$ cat src/rtl/send_merge_arbiter.sv
// send_merge_arbiter: weighted, registered merge of RX-queue control packets
// and TX-pipe data packets onto the single send destination.
//
// Ports:
//   clk, rst_n                    clock, async active-low reset
//   tx_pipe_merger_tx_*           TX pipe packet (val/rdy handshake)
//   rx_pipe_merger_tx_empty       RX send queue empty flag
//   rx_pipe_merger_tx_deq_resp_data / _deq_req_val  RX queue head / pop
//   send_dst_tx_*                 registered output packet (val/rdy)
//   dst_send_tx_rdy               destination ready

`ifndef IP_ADDR_W
`define IP_ADDR_W 32
`endif

package send_merge_pkg;

    localparam int FLOWID_W = 8;
    localparam int IP_W     = `IP_ADDR_W;

    typedef struct packed {
        logic [15:0] src_port;
        logic [15:0] dst_port;
        logic [31:0] seq_num;
        logic [31:0] ack_num;
        logic [7:0]  flags;
    } tcp_pkt_hdr;

    typedef struct packed {
        logic [31:0] payload_addr;
        logic [15:0] payload_len;
    } payload_buf_struct;

    typedef struct packed {
        logic [FLOWID_W-1:0] flowid;
        logic [IP_W-1:0]     src_ip;
        logic [IP_W-1:0]     dst_ip;
        tcp_pkt_hdr          tcp_hdr;
    } rx_send_queue_struct;

    typedef struct packed {
        logic [FLOWID_W-1:0] flowid;
        logic [IP_W-1:0]     src_ip;
        logic [IP_W-1:0]     dst_ip;
        tcp_pkt_hdr          tcp_hdr;
        payload_buf_struct   payload;
    } merge_pkt_t;

endpackage

module send_merge_arbiter
    import send_merge_pkg::*;
#(
    parameter int RX_BURST = 4,
    parameter int TX_BURST = 2
) (
    input  logic                clk,
    input  logic                rst_n,

    input  logic                tx_pipe_merger_tx_val,
    input  logic [FLOWID_W-1:0] tx_pipe_merger_tx_flowid,
    input  logic [IP_W-1:0]     tx_pipe_merger_tx_src_ip,
    input  logic [IP_W-1:0]     tx_pipe_merger_tx_dst_ip,
    input  tcp_pkt_hdr          tx_pipe_merger_tx_tcp_hdr,
    input  payload_buf_struct   tx_pipe_merger_tx_payload,
    output logic                merger_tx_pipe_tx_rdy,

    input  logic                rx_pipe_merger_tx_empty,
    input  rx_send_queue_struct rx_pipe_merger_tx_deq_resp_data,
    output logic                rx_pipe_merger_tx_deq_req_val,

    output logic                send_dst_tx_val,
    output logic [FLOWID_W-1:0] send_dst_tx_flowid,
    output logic [IP_W-1:0]     send_dst_tx_src_ip,
    output logic [IP_W-1:0]     send_dst_tx_dst_ip,
    output tcp_pkt_hdr          send_dst_tx_tcp_hdr,
    output payload_buf_struct   send_dst_tx_payload,
    input  logic                dst_send_tx_rdy
);

    localparam int MAX_BURST =
        (RX_BURST > TX_BURST) ? RX_BURST : TX_BURST;
    localparam int CNT_W = $clog2(MAX_BURST + 1);

    localparam logic [CNT_W-1:0] RX_LIM  = CNT_W'(RX_BURST);
    localparam logic [CNT_W-1:0] TX_LIM  = CNT_W'(TX_BURST);
    localparam logic [CNT_W-1:0] CNT_MAX = CNT_W'(MAX_BURST);
    localparam logic [CNT_W-1:0] CNT_ONE = CNT_W'(1);

    typedef enum logic {
        OWN_RX = 1'b0,
        OWN_TX = 1'b1
    } owner_e;

    logic             out_val_q, out_val_d;
    merge_pkt_t       out_pkt_q, out_pkt_d;
    owner_e           owner_q, owner_d;
    logic [CNT_W-1:0] run_cnt_q, run_cnt_d;

    logic       load_en;
    logic       req_rx;
    logic       req_tx;
    logic       tx_pref;
    logic       grant_rx;
    logic       grant_tx;
    logic       same_src;
    merge_pkt_t tx_pkt;
    merge_pkt_t rx_pkt;

    // Arbitration point; the output register frees up when drained.
    always_comb begin
        load_en = ~out_val_q | dst_send_tx_rdy;
        req_rx  = ~rx_pipe_merger_tx_empty;
        req_tx  = tx_pipe_merger_tx_val;

        // TX keeps its slot until its burst is spent; RX yields only
        // once its own burst is spent.
        if (owner_q == OWN_TX) begin
            tx_pref = (run_cnt_q < TX_LIM);
        end else begin
            tx_pref = (run_cnt_q >= RX_LIM);
        end

        // rdy must not depend on tx_val, so it is computed first.
        merger_tx_pipe_tx_rdy = load_en & (~req_rx | tx_pref);
        grant_tx = req_tx & merger_tx_pipe_tx_rdy;
        grant_rx = load_en & req_rx & ~grant_tx;
        rx_pipe_merger_tx_deq_req_val = grant_rx;
    end

    always_comb begin
        tx_pkt.flowid  = tx_pipe_merger_tx_flowid;
        tx_pkt.src_ip  = tx_pipe_merger_tx_src_ip;
        tx_pkt.dst_ip  = tx_pipe_merger_tx_dst_ip;
        tx_pkt.tcp_hdr = tx_pipe_merger_tx_tcp_hdr;
        tx_pkt.payload = tx_pipe_merger_tx_payload;

        // Control packets carry no payload.
        rx_pkt.flowid  = rx_pipe_merger_tx_deq_resp_data.flowid;
        rx_pkt.src_ip  = rx_pipe_merger_tx_deq_resp_data.src_ip;
        rx_pkt.dst_ip  = rx_pipe_merger_tx_deq_resp_data.dst_ip;
        rx_pkt.tcp_hdr = rx_pipe_merger_tx_deq_resp_data.tcp_hdr;
        rx_pkt.payload = '0;
    end

    always_comb begin
        out_val_d = out_val_q;
        out_pkt_d = out_pkt_q;
        owner_d   = owner_q;
        run_cnt_d = run_cnt_q;
        same_src  = 1'b0;

        unique case (1'b1)
            grant_tx: out_pkt_d = tx_pkt;
            grant_rx: out_pkt_d = rx_pkt;
            default:  out_pkt_d = out_pkt_q;
        endcase

        // A drain with a new grant reloads without a bubble.
        if (grant_rx | grant_tx) begin
            out_val_d = 1'b1;
        end else if (load_en) begin
            out_val_d = 1'b0;
        end

        if (grant_rx | grant_tx) begin
            same_src = (grant_tx & (owner_q == OWN_TX)) |
                       (grant_rx & (owner_q == OWN_RX));
            if (same_src) begin
                if (run_cnt_q != CNT_MAX) begin
                    run_cnt_d = run_cnt_q + CNT_ONE;
                end
            end else begin
                owner_d   = grant_tx ? OWN_TX : OWN_RX;
                run_cnt_d = CNT_ONE;
            end
        end
    end

    always_ff @(posedge clk or negedge rst_n) begin
        if (!rst_n) begin
            out_val_q <= 1'b0;
            out_pkt_q <= '0;
            owner_q   <= OWN_RX;
            run_cnt_q <= '0;
        end else begin
            out_val_q <= out_val_d;
            out_pkt_q <= out_pkt_d;
            owner_q   <= owner_d;
            run_cnt_q <= run_cnt_d;
        end
    end

    assign send_dst_tx_val     = out_val_q;
    assign send_dst_tx_flowid  = out_pkt_q.flowid;
    assign send_dst_tx_src_ip  = out_pkt_q.src_ip;
    assign send_dst_tx_dst_ip  = out_pkt_q.dst_ip;
    assign send_dst_tx_tcp_hdr = out_pkt_q.tcp_hdr;
    assign send_dst_tx_payload = out_pkt_q.payload;

endmodule
$ cat config.mk
export PLATFORM = sky130hd
export DESIGN_NAME = send_merge_arbiter
export DESIGN_NICKNAME = d
export VERILOG_FILES = /design/src/rtl/send_merge_arbiter.sv
export SDC_FILE = /design/constraint.sdc
export NUM_CORES = 1
export LEC_CHECK = 0
export ABC_AREA = 1
export BUFFER_PORTS_ARGS = -buffer_cell sky130_fd_sc_hd__buf_2
export CORE_AREA = 2 2 245 247
export CTS_BUF_LIST = sky130_fd_sc_hd__clkbuf_4
export CTS_CLUSTER_DIAMETER = 30
export DETAILED_ROUTE_END_ITERATION = 10
export DIE_AREA = 0 0 247 249
export PLACE_DENSITY_LB_ADDON = 0.08
export SYNTH_ARGS = -nofsm -noshare
export SYNTH_HDL_FRONTEND = slang
export SYNTH_SLANG_ARGS = --single-unit
export TNS_END_PERCENT = 100
$ cat constraint.sdc
create_clock -name clk -period 1.8 [get_ports clk]
set_input_delay 0.36 -clock clk [delete_from_list [all_inputs] [get_ports clk]]
set_output_delay 0.36 -clock clk [all_outputs]
set_load 0.005 [all_outputs]
==> results of run 1 <==
[cell usage after synthesis, drive strengths merged]
master | instances | area (um2)
a211oi | 26 | 195
a21boi | 1 | 7.51
a21oi | 2 | 10.0
a31oi | 1 | 6.26
buf | 58 | 409
clkbuf | 32 | 120
dfrtp | 229 | 5730
ha | 1 | 12.5
inv | 32 | 120
nand2 | 409 | 1540
nand3 | 353 | 1770
nand3b | 1 | 7.51
nand4 | 1 | 6.26
nor2 | 53 | 199
nor3 | 1 | 5.00
o21ai | 1 | 5.00
xor2 | 1 | 8.76
[stage by stage]
stage	cell area, um2	utilization, %	setup WS, ps	total power [mW]	hold WS (ps)
CTS	19900	33.9	-551	21.0	18.1
finish	20900	35.7	-421	21.8	106
detailed placement	14500	24.7	52.5	13.8	353
global route	20900	35.7	-600	23.3	30.3
floorplan	10200	-	309	10.0	64.4
global placement	14500	24.7	8.13	13.8	354
[final cells by class]
| class | instances | area share (%) |
|---|---|---|
| antenna | 6 | 0.0717 |
| clock buffer | 117 | 4.20 |
| clock inverter | 26 | 0.675 |
| inverter | 32 | 0.610 |
| multi-input combinational | 851 | 18.9 |
| sequential | 229 | 27.4 |
| tap | 773 | 4.62 |
| timing repair buffer | 1162 | 43.5 |
[logic make-up after synthesis]
family                     Yosys count  synth area share [%]
and+or+nand+nor                    818                  34.7
AOI/OAI and AO/OA                   31                  2.21
adders and majority gates            1                 0.123
DFF                                229                  56.4
buffers and inverters              122                  6.40
xor gates and xnor gates             1                0.0863
[placed cells by master (no fill, tap or decap), types with 3 or more instances in the layout]
master and n:
a211oi_1 13, a211oi_2 13, buf_12 19, buf_16 9, buf_2 595, buf_4 73, buf_6 46, clkbuf_16 15
clkbuf_4 117, clkinv_1 19, dfrtp_1 229, diode_2 6, dlygate4sd3_1 403, inv_1 30, inv_2 3, nand2_1 396
nand2_2 10, nand2_4 3, nand3_1 346, nand3_2 6, nor2_1 52
[timing repair]
| item | CTS | global route |
|---|---|---|
| buffers inserted | 20 | 41 |
| gates resized for setup | 42 | 67 |
| endpoints found under the hold margin | 458 | 0 |
| cloned | 0 | 18 |
| endpoints found under the setup margin | 55 | 262 |
| pin swaps | 7 | 2 |
| hold buffers | 403 | 0 |
[routing by layer]
metal / GRT usage [%] / up-vias
li1: - / 6335
met1: 19.3 / 6388
met2: 30.1 / 450
met3: 4.14 / 146
met4: 7.99 / 2
met5: 0 / -
[path summary, 6_finish.rpt]
check | from | slack, ps | end | cells after the start
setup / recovery | run_cnt_q[2] | -420 | rx_pipe_merger_tx_deq_req_val | 7
hold / removal | rst_n | 110 | send_dst_tx_payload[29] | 2
setup reg to reg | owner_q | 20 | send_dst_tx_dst_ip[17] | 10
hold reg to reg | send_dst_tx_payload[47] | 460 | send_dst_tx_payload[47] | 2
max in group asynchronous | rst_n | 1020 | run_cnt_q[1] | 3
min in group clk | rx_pipe_merger_tx_empty | 160 | owner_q | 4
[report_power, final]
group / total [mW] / internal (mW) / leakage, nW / switching [mW]
clock network: 5.86 / 3.12 / 0.600 / 2.75
logic: 8.44 / 4.34 / 7.37 / 4.10
registers: 7.48 / 6.62 / 2.81 / 0.860
[sequential cells by signal, indices dropped and copies added (netlist names)]
| signal | count |
|---|---|
| send_dst_tx_tcp_hdr | 104 |
| send_dst_tx_src_ip | 32 |
| run_cnt_q | 3 |
| owner_q | 1 |
| send_dst_tx_dst_ip | 32 |
| send_dst_tx_val | 1 |
| send_dst_tx_flowid | 8 |
| send_dst_tx_payload | 48 |
[worst reg2reg max path: cells and delay by family (launching register included)]
kind | cells | cell delay [ps]
AOI/OAI and AO/OA | 2 | 380
DFF | 1 | 370
and+or+nand+nor | 3 | 230
buffers and inverters | 5 | 720
==> summary.txt, run 1 <==
Outcome
  – Status: finished with violations
  – Failing checks: negative setup slack

Logic synthesis
  – Sequential share of the synthesized area: 56.4%
  – Gate count after technology mapping: 1,202
  – Synth Register Bits: about 230
  – Syn Nets: 1,608
  – Post-Syn Area: 10,200 um2
  – Yosys warnings: 0
  – Mapped Avg Cell Area: 8.45 um2
  – Synth cell types: 23

Cells and area
  – Multi-input logic area: around 4000 um2
  – Area Overhead vs Synth: 106%
  – Flip-flop and latch area: 5730 um2
  – Layout Cells excl Fill: 3,196
  – # fillers: between 6,000 and 7,000
  – Share of layout cells above drive strength 1: a little under two fifths
  – Nets: 2,768

Global routing
  – First-pass GRT wire length: a little over 80,000 um
  – Total grt overflow: 0
  – Initial antenna violation count: 6
  – Vias in the first global route: around 14,000
  – GRT Overall Usage: 17.1%
  – Pin count of the biggest net entering global routing: 104

Pwr
  – Pwr per Cell Area: between 1000 and 1500 nW/um2
  – Pleak: ~11 nW
  – Worst ir drop on vdd: between 0.4 and 0.5 mV

Worst setup path
  – Crit path max fanout: 3
  – Startpoint type of the worst setup path: register
  – CP dominant cell by count: nand2_4
  – WS Path Type: reg2out
  – Slowest stage cell, crit path: dfrtp_1
  – CP cell instances: nor2_2 -> nand2_4 -> nand2_4 -> nand3_4 -> nand2_4 -> inv_8 -> buf_6
  – Buffer and inverter count on the worst path: 2
  – CP Capture Type: output port
  – Critical path data arrival time: between 1500 and 2000 ps
  – Max stage delay on crit path: 420 ps
  – CP delay by family, top: simple AND/OR/NAND/NOR gates
  – CP required: 1440 ps

Flow run
  – Max cap viols: 0

Floorplanning
  – Die X: between 200 and 250 um
  – Core area: 58,700 um2
  – Ports: 632
  – Initial core utilization: 17.3%
  – Die area: 61,500 um2
  – DIE HEIGHT: about 250 um
  – # rows: 89

Timing
  – Fin crit period: 2220 ps
  – Final Max Slew Viols: 0
  – Part of the cycle the worst path needs: 123%
  – FMAX: 450 MHz
  – Fin Setup TNS: -839 ps
  – Max-Slew Margin vs Limit: 62.6%
  – Final setup margin: -421 ps
  – Endpoints failing hold: 0
  – RSZ-0062 raised after global routing: true
  – Clock Skews: between 50 and 60 ps
  – Final setup viols: 2
  – Slew @ Worst Pin: 561 ps

Worst hold path
  – Min-delay worst type: in2async

Drt
  – Met1 wire length: 22,400 um
  – Iter 0 DRT Violations: between 500 and 600
  – Vias per cell: 4.17
  – Met3 routed WL: 3080 um
  – WL/cell: 17.8 um
  – TritonRoute pass-1 iters: 5
  – Final wirelength: 57,000 um
  – Via count: 13,300
  – Top sig layer: met5
  – Final ANT Viol Nets: 0
  – Met2 wire len: 29,100 um
  – Residual DRC count: 0

CTS
  – CTS tree: built
  – Clock latency on the worst-skew pair: 820 ps
  – Total CTS buffers: 86
  – H-tree levels: 3
  – Clk slew on worst S/H paths: around 60 ps
  – Clock Path Buffers: 3
  – Root buffer cell: clkbuf_4
  – Clk sink count: 229

Place
  – GP Congestion: 0.836
  – Dpl cells: 2,568
  – Port-buffer cells: 631
  – Post-DP HPWL: 38,000 um
Note: power is estimated with default switching activity, not from simulation.
==> run 2: changes to the inputs <==
--- a/config.mk
+++ b/config.mk
@@ -12,7 +12,9 @@
 export CTS_CLUSTER_DIAMETER = 30
 export DETAILED_ROUTE_END_ITERATION = 10
 export DIE_AREA = 0 0 247 249
+export GPL_ROUTABILITY_DRIVEN = 0
 export PLACE_DENSITY_LB_ADDON = 0.08
+export RECOVER_POWER = 100
 export SYNTH_ARGS = -nofsm -noshare
 export SYNTH_HDL_FRONTEND = slang
 export SYNTH_SLANG_ARGS = --single-unit
==> run 2 against run 1 <==
The run ends with max-capacitance violations, max-slew violations, negative setup slack left. Count of clock-buffer cells in the layout stayed put. Wire length about the same. Setup slack improved by 4.2 ps. Design area fell by 0.35%. Total power barely moved. Sequential cell count unchanged. Combinational power hardly changed. Cell count is the same. Register-to-register slack hardly changed. Utilization fell by 0.13 points.
==> summary.txt, run 2 (synthesis gave the netlist of run 1 again) <==
Outcome
  – Status: finished with violations
  – Failing checks: max-capacitance violations, max-slew violations, negative setup slack

Drt
  – Vias per cell: 4.18
  – Via count: around 13,000
  – Final ANT Viol Nets: 0
  – Residual DRC count: 0
  – TritonRoute pass-1 iters: 6
  – Iter 0 DRT Violations: between 500 and 600
  – Final wirelength: 57,000 um
  – WL/cell: approximately 18 um

Worst setup path
  – Max stage delay on crit path: between 400 and 500 ps
  – R2R Path End: send_dst_tx_dst_ip[17]
  – CP dominant cell by count: nand2_4
  – Slowest stage cell, crit path: dfrtp_1
  – Startpoint type of the worst setup path: register
  – Worst reg2reg path depth: 10
  – Crit path max fanout: 3
  – R2R Setup Slk: 20 ps
  – CP Capture Type: output port
  – CP cell instances: nor2_2 -> nand2_4 -> nand2_4 -> nand3_4 -> nand2_4 -> inv_8 -> buf_6
  – WS Path Type: reg2out
  – Critical path data arrival time: between 1500 and 2000 ps
  – CP required: approximately 1400 ps
  – R2r startpoint: owner_q

Worst hold path
  – Min-delay worst type: in2reg
  – Worst Hold Launch: rx_pipe_merger_tx_empty
  – Hold depth: 4
  – Hold Path End: owner_q

Place
  – Port-buffer cells: around 630
  – Post-DP HPWL: between 30,000 and 40,000 um
  – Place WS: roughly 52 ps
  – Area after DPL: 14,500 um2

CTS
  – Clock latency on the worst-skew pair: 820 ps
  – Root buffer cell: clkbuf_4
  – H-tree levels: 3
  – CTS tree: built
  – Clk slew on worst S/H paths: 50 ps
  – Total CTS buffers: 86
  – Clock Path Buffers: 3
  – Clk sink count: 229

Floorplanning
  – Die X: 247 um
  – Core area: around 60,000 um2
  – Die area: 61,500 um2
  – Ports: between 600 and 700
  – # rows: 89
  – DIE HEIGHT: 249 um
  – Initial core utilization: between 10% and 20%

Pwr
  – Worst ir drop on vdd: 0.426 mV
  – Pleak: 10.8 nW
  – Overall Power: 21.8 mW
  – Pwr per Cell Area: 1040 nW/um2

Timing
  – Final setup margin: -416 ps
  – Fin crit period: 2220 ps
  – Max-Slew Margin vs Limit: -7.55%
  – Clock Skews: 58.7 ps
  – Final hold slack: 153 ps
  – RSZ-0062 raised after global routing: true
  – Fin Setup TNS: -832 ps
  – Slew @ Worst Pin: 1610 ps
  – Part of the cycle the worst path needs: 123%
  – FMAX: 451 MHz
  – Endpoints failing hold: 0
  – Final setup viols: 2
  – Final Max Slew Viols: 51

Flow run
  – Max cap viols: 1

Cells and area
  – Final instance area: 20,900 um2
  – Flip-flop and latch area: 5730 um2
  – Nets: 2,768
  – Most frequent cells in the layout: 595 x buf_2, 403 x dlygate4sd3_1, 396 x nand2_1
  – Multi-input logic area: 3960 um2
  – # fillers: between 6,000 and 7,000
  – Area Overhead vs Synth: 105%
  – Share of layout cells above drive strength 1: 38.2%
  – Max reg flops: 104
  – Commonest non-fill, non-tap cell in the layout: buf_2

Global routing
  – Pin count of the biggest net entering global routing: approximately 100
  – Initial antenna violation count: 6
  – Total grt overflow: 0
  – First-pass GRT wire length: 81,100 um
  – Vias in the first global route: 14,000
  – GRT Overall Usage: around 17%
==> run 2: cell count changes in the layout (fill, tap and decap cells not counted), sizes merged <==
| cell | change |
|---|---|
| clkbuf | +6 |
| buf | -6 |
==> run 2: metal layers <==
metal	vias to the layer above	track usage, %	share of wire [%]
met4	2	7.99	4.2
li1	6339	-	-
met2	455	30.1	51
met5	-	0	0.030
met3	136	4.14	5.5
met1	6414	19.3	39
==> run 2: where the power goes <==
group,switching (mW),internal (mW)
clock,2.74,3.12
sequential,0.859,6.62
combinational,4.10,4.32
==> run 2: how the worst max path moves through the flow <==
stage                    start  cells past startpoint  slack, ps                       endpoint
3_3_place_gp      run_cnt_q[2]                     10          8         send_dst_tx_tcp_hdr[1]
3_5_place_dp   dst_send_tx_rdy                      8         50        send_dst_tx_tcp_hdr[13]
4_1_cts                owner_q                      6       -550          merger_tx_pipe_tx_rdy
5_1_grt        send_dst_tx_val                      4       -600          merger_tx_pipe_tx_rdy
6_report          run_cnt_q[2]                      7       -420  rx_pipe_merger_tx_deq_req_val
2_1_floorplan     run_cnt_q[2]                      6        310  rx_pipe_merger_tx_deq_req_val
==> run 2: area by class of cell <==
cell class	instances	share of cell area (%)
timing repair buffer	1162	43.3
sequential	229	27.5
multi-input combinational	851	19.0
tap	773	4.64
clock buffer	117	4.21
clock inverter	26	0.678
inverter	32	0.612
antenna	6	0.0720
==> run 2: critical path: cells and delay by family, from the launching register on <==
kind | cells | cell delay (ps)
buffers and inverters | 2 | 160
AND/OR/NAND/NOR | 5 | 510
flip-flops | 1 | 420
==> run 2: repair_timing <==
action / CTS / global route
setup buffers: 20 / 41
hold buffers: 403 / 0
gates cloned: 0 / 18
pin swaps: 7 / 2
hold endpoints to repair: 458 / 0
gates resized for setup: 42 / 67
setup endpoints to repair: 55 / 262
==> run 2: per-stage QoR <==
step | util (%) | instances
floorplan | - | 1202
global placement | 24.7 | 2568
global route | 35.5 | 3196
finish | 35.5 | 3196
CTS | 33.9 | 3133
detailed placement | 24.7 | 2568
==> run 3: changes to the inputs <==
--- a/config.mk
+++ b/config.mk
@@ -13,7 +13,7 @@
 export DETAILED_ROUTE_END_ITERATION = 10
 export DIE_AREA = 0 0 247 249
 export GPL_ROUTABILITY_DRIVEN = 0
-export PLACE_DENSITY_LB_ADDON = 0.08
+export GPL_TIMING_DRIVEN = 0
 export RECOVER_POWER = 100
 export SYNTH_ARGS = -nofsm -noshare
 export SYNTH_HDL_FRONTEND = slang
==> run 3 against run 2 <==
Cell count fell by 0.31%. Fmax decreased by 1.1%. The flow still finishes with violations (max-capacitance violations, max-slew violations, negative setup slack). Critical endpoint unchanged. Sequential share of layout area is 0.35 points higher. Sequential power is essentially flat. Hold slack improved by 93 ps. Count of clock-buffer cells in the layout shrank 16. Total power fell by 5.6%. Combinational power shrank 8.2%. Highest routed layer is now met4. Critical path depth increased by 1. Largest cell class unchanged.
==> summary.txt, run 3 (synthesis gave the netlist of run 1 again) <==
Cells and area
  – Nets: ~2,800
  – Most frequent cells in the layout: 640 x buf_2, 404 x dlygate4sd3_1, 338 x nand2_1
  – Max reg flops: 104
  – Share of layout cells above drive strength 1: approximately two fifths
  – Area Overhead vs Synth: 103%
  – Multi-input logic area: 4430 um2
  – Layout Cells excl Fill: 3,186
  – # fillers: 5,711
  – Flip-flop and latch area: around 5700 um2
  – Commonest non-fill, non-tap cell in the layout: buf_2

CTS
  – H-tree levels: 3
  – Clock Path Buffers: 3
  – Clk slew on worst S/H paths: 60 ps
  – Root buffer cell: clkbuf_4
  – Total CTS buffers: 75
  – Clk sink count: 229
  – Clock latency on the worst-skew pair: 770 ps
  – CTS tree: built

Global routing
  – First-pass GRT wire length: about 80,000 um
  – GRT Overall Usage: 16.8%
  – Pin count of the biggest net entering global routing: 108
  – Total grt overflow: 0
  – Vias in the first global route: 14,300
  – Initial antenna violation count: 9

Drt
  – WL/cell: 17.8 um
  – Residual DRC count: 0
  – TritonRoute pass-1 iters: 7
  – Via count: 14,000
  – Vias per cell: 4.40
  – Iter 0 DRT Violations: around 840
  – Final ANT Viol Nets: 0
  – Final wirelength: 56,800 um

Floorplanning
  – Core area: 58,700 um2
  – Ports: 632
  – Die X: about 250 um
  – Die area: around 62,000 um2
  – DIE HEIGHT: ~250 um
  – Initial core utilization: between 10% and 20%
  – # rows: between 80 and 90

Timing
  – Fin crit period: 2240 ps
  – Final Max Slew Viols: 168
  – Part of the cycle the worst path needs: 124%
  – Slew @ Worst Pin: 1630 ps
  – Max-Slew Margin vs Limit: -8.97%
  – FMAX: 446 MHz
  – RSZ-0062 raised after global routing: true
  – Clock Skews: 51.7 ps
  – Final setup viols: 180
  – Final hold slack: 245 ps
  – Endpoints failing hold: 0
  – Final setup margin: -441 ps

Outcome
  – Status: finished with violations
  – Failing checks: max-capacitance violations, max-slew violations, negative setup slack

Pwr
  – Pleak: roughly 11 nW
  – Worst ir drop on vdd: 0.777 mV
  – Pwr per Cell Area: around 1000 nW/um2

Worst setup path
  – CP Capture Type: output port
  – Crit path max fanout: 3
  – WS Path Type: reg2out
  – CP delay by family, top: simple AND/OR/NAND/NOR gates
  – Critical path data arrival time: 1880 ps
  – Buffer and inverter count on the worst path: 3
  – Startpoint type of the worst setup path: register
  – Max stage delay on crit path: 420 ps
  – CP dominant cell by count: nand2_1
  – CP required: approximately 1400 ps
  – Slowest stage cell, crit path: dfrtp_2
  – CP cell instances: nor2_1 -> nand2_1 -> nand2_1 -> nand3_2 -> nand2_4 -> inv_6 -> buf_8 -> buf_6

Worst hold path
  – Min-delay worst type: in2reg

Place
  – Dpl cells: approximately 2,600
  – Post-DP HPWL: 35,300 um
  – Port-buffer cells: ~630
  – Place WS: -910 ps

Flow run
  – Max cap viols: 1
## run 3: path summary, 6_finish.rpt
| kind | from | to | slack (ps) | cells past startpoint |
|---|---|---|---|---|
| min reg2reg | send_dst_tx_payload[39] | send_dst_tx_payload[39] | 460 | 2 |
| min | tx_pipe_merger_tx_val | send_dst_tx_tcp_hdr[15] | 250 | 5 |
| max in group asynchronous | rst_n | send_dst_tx_tcp_hdr[19] | -50 | 3 |
| max reg2reg | run_cnt_q[2] | send_dst_tx_flowid[2] | -110 | 13 |
| max | run_cnt_q[2] | rx_pipe_merger_tx_deq_req_val | -440 | 8 |
| min in group asynchronous | rst_n | send_dst_tx_dst_ip[26] | 610 | 3 |
## run 3: repair_timing
action / 4_1_cts / 5_1_grt
endpoints found under the setup margin: 195 / 178
hold buffers: 404 / 0
gates resized for setup: 46 / 226
cloned: 0 / 6
buffers inserted: 23 / 12
endpoints found under the hold margin: 456 / 0
pin swaps: 5 / 24
## run 3: worst min-delay path, cell delays in order
cell and delay, ps:
buf_2 120, nand3_2 110, buf_4 190, nor2_1 90, a211oi_1 60
## run 3: cell type report
type	instances	share of cell area, %
multi-input cells	851	21.5
plain buffers	86	3.30
flip-flops and latches	229	27.8
clock buffers	101	3.68
well taps	773	4.69
diodes	13	0.158
inverters	32	0.607
clock inverters	24	0.619
repair buffers	1077	37.6
## run 3: per-layer routing
metal | GRT usage (%) | routed length, um | vias up
met5 | 0 | 0 | -
met4 | 9.90 | 3290 | 0
met3 | 5.15 | 4930 | 253
met2 | 27.8 | 27000 | 869
met1 | 18.9 | 21600 | 6588
li1 | - | - | 6303
## run 3: power breakdown
| part | total (mW) | leakage, nW | switching, mW | internal (mW) |
|---|---|---|---|---|
| Clock | 5.32 | 0.536 | 2.59 | 2.73 |
| Sequential | 7.48 | 2.81 | 0.864 | 6.62 |
| Combinational | 7.74 | 7.53 | 4.13 | 3.61 |
## run 3: metrics by stage
step / power, mW / util [%] / setup TNS [ps] / instance area [um2]
after global placement: 13.3 / 24.3 / -1002590 / 14300
final: 20.5 / 35.1 / -8450 / 20600
after global routing: 21.8 / 35.1 / -36130 / 20600
after CTS: 19.9 / 33.4 / -2160 / 19600
after floorplan: 10.0 / - / 0 / 10200
after detailed placement: 13.4 / 24.4 / -84240 / 14300
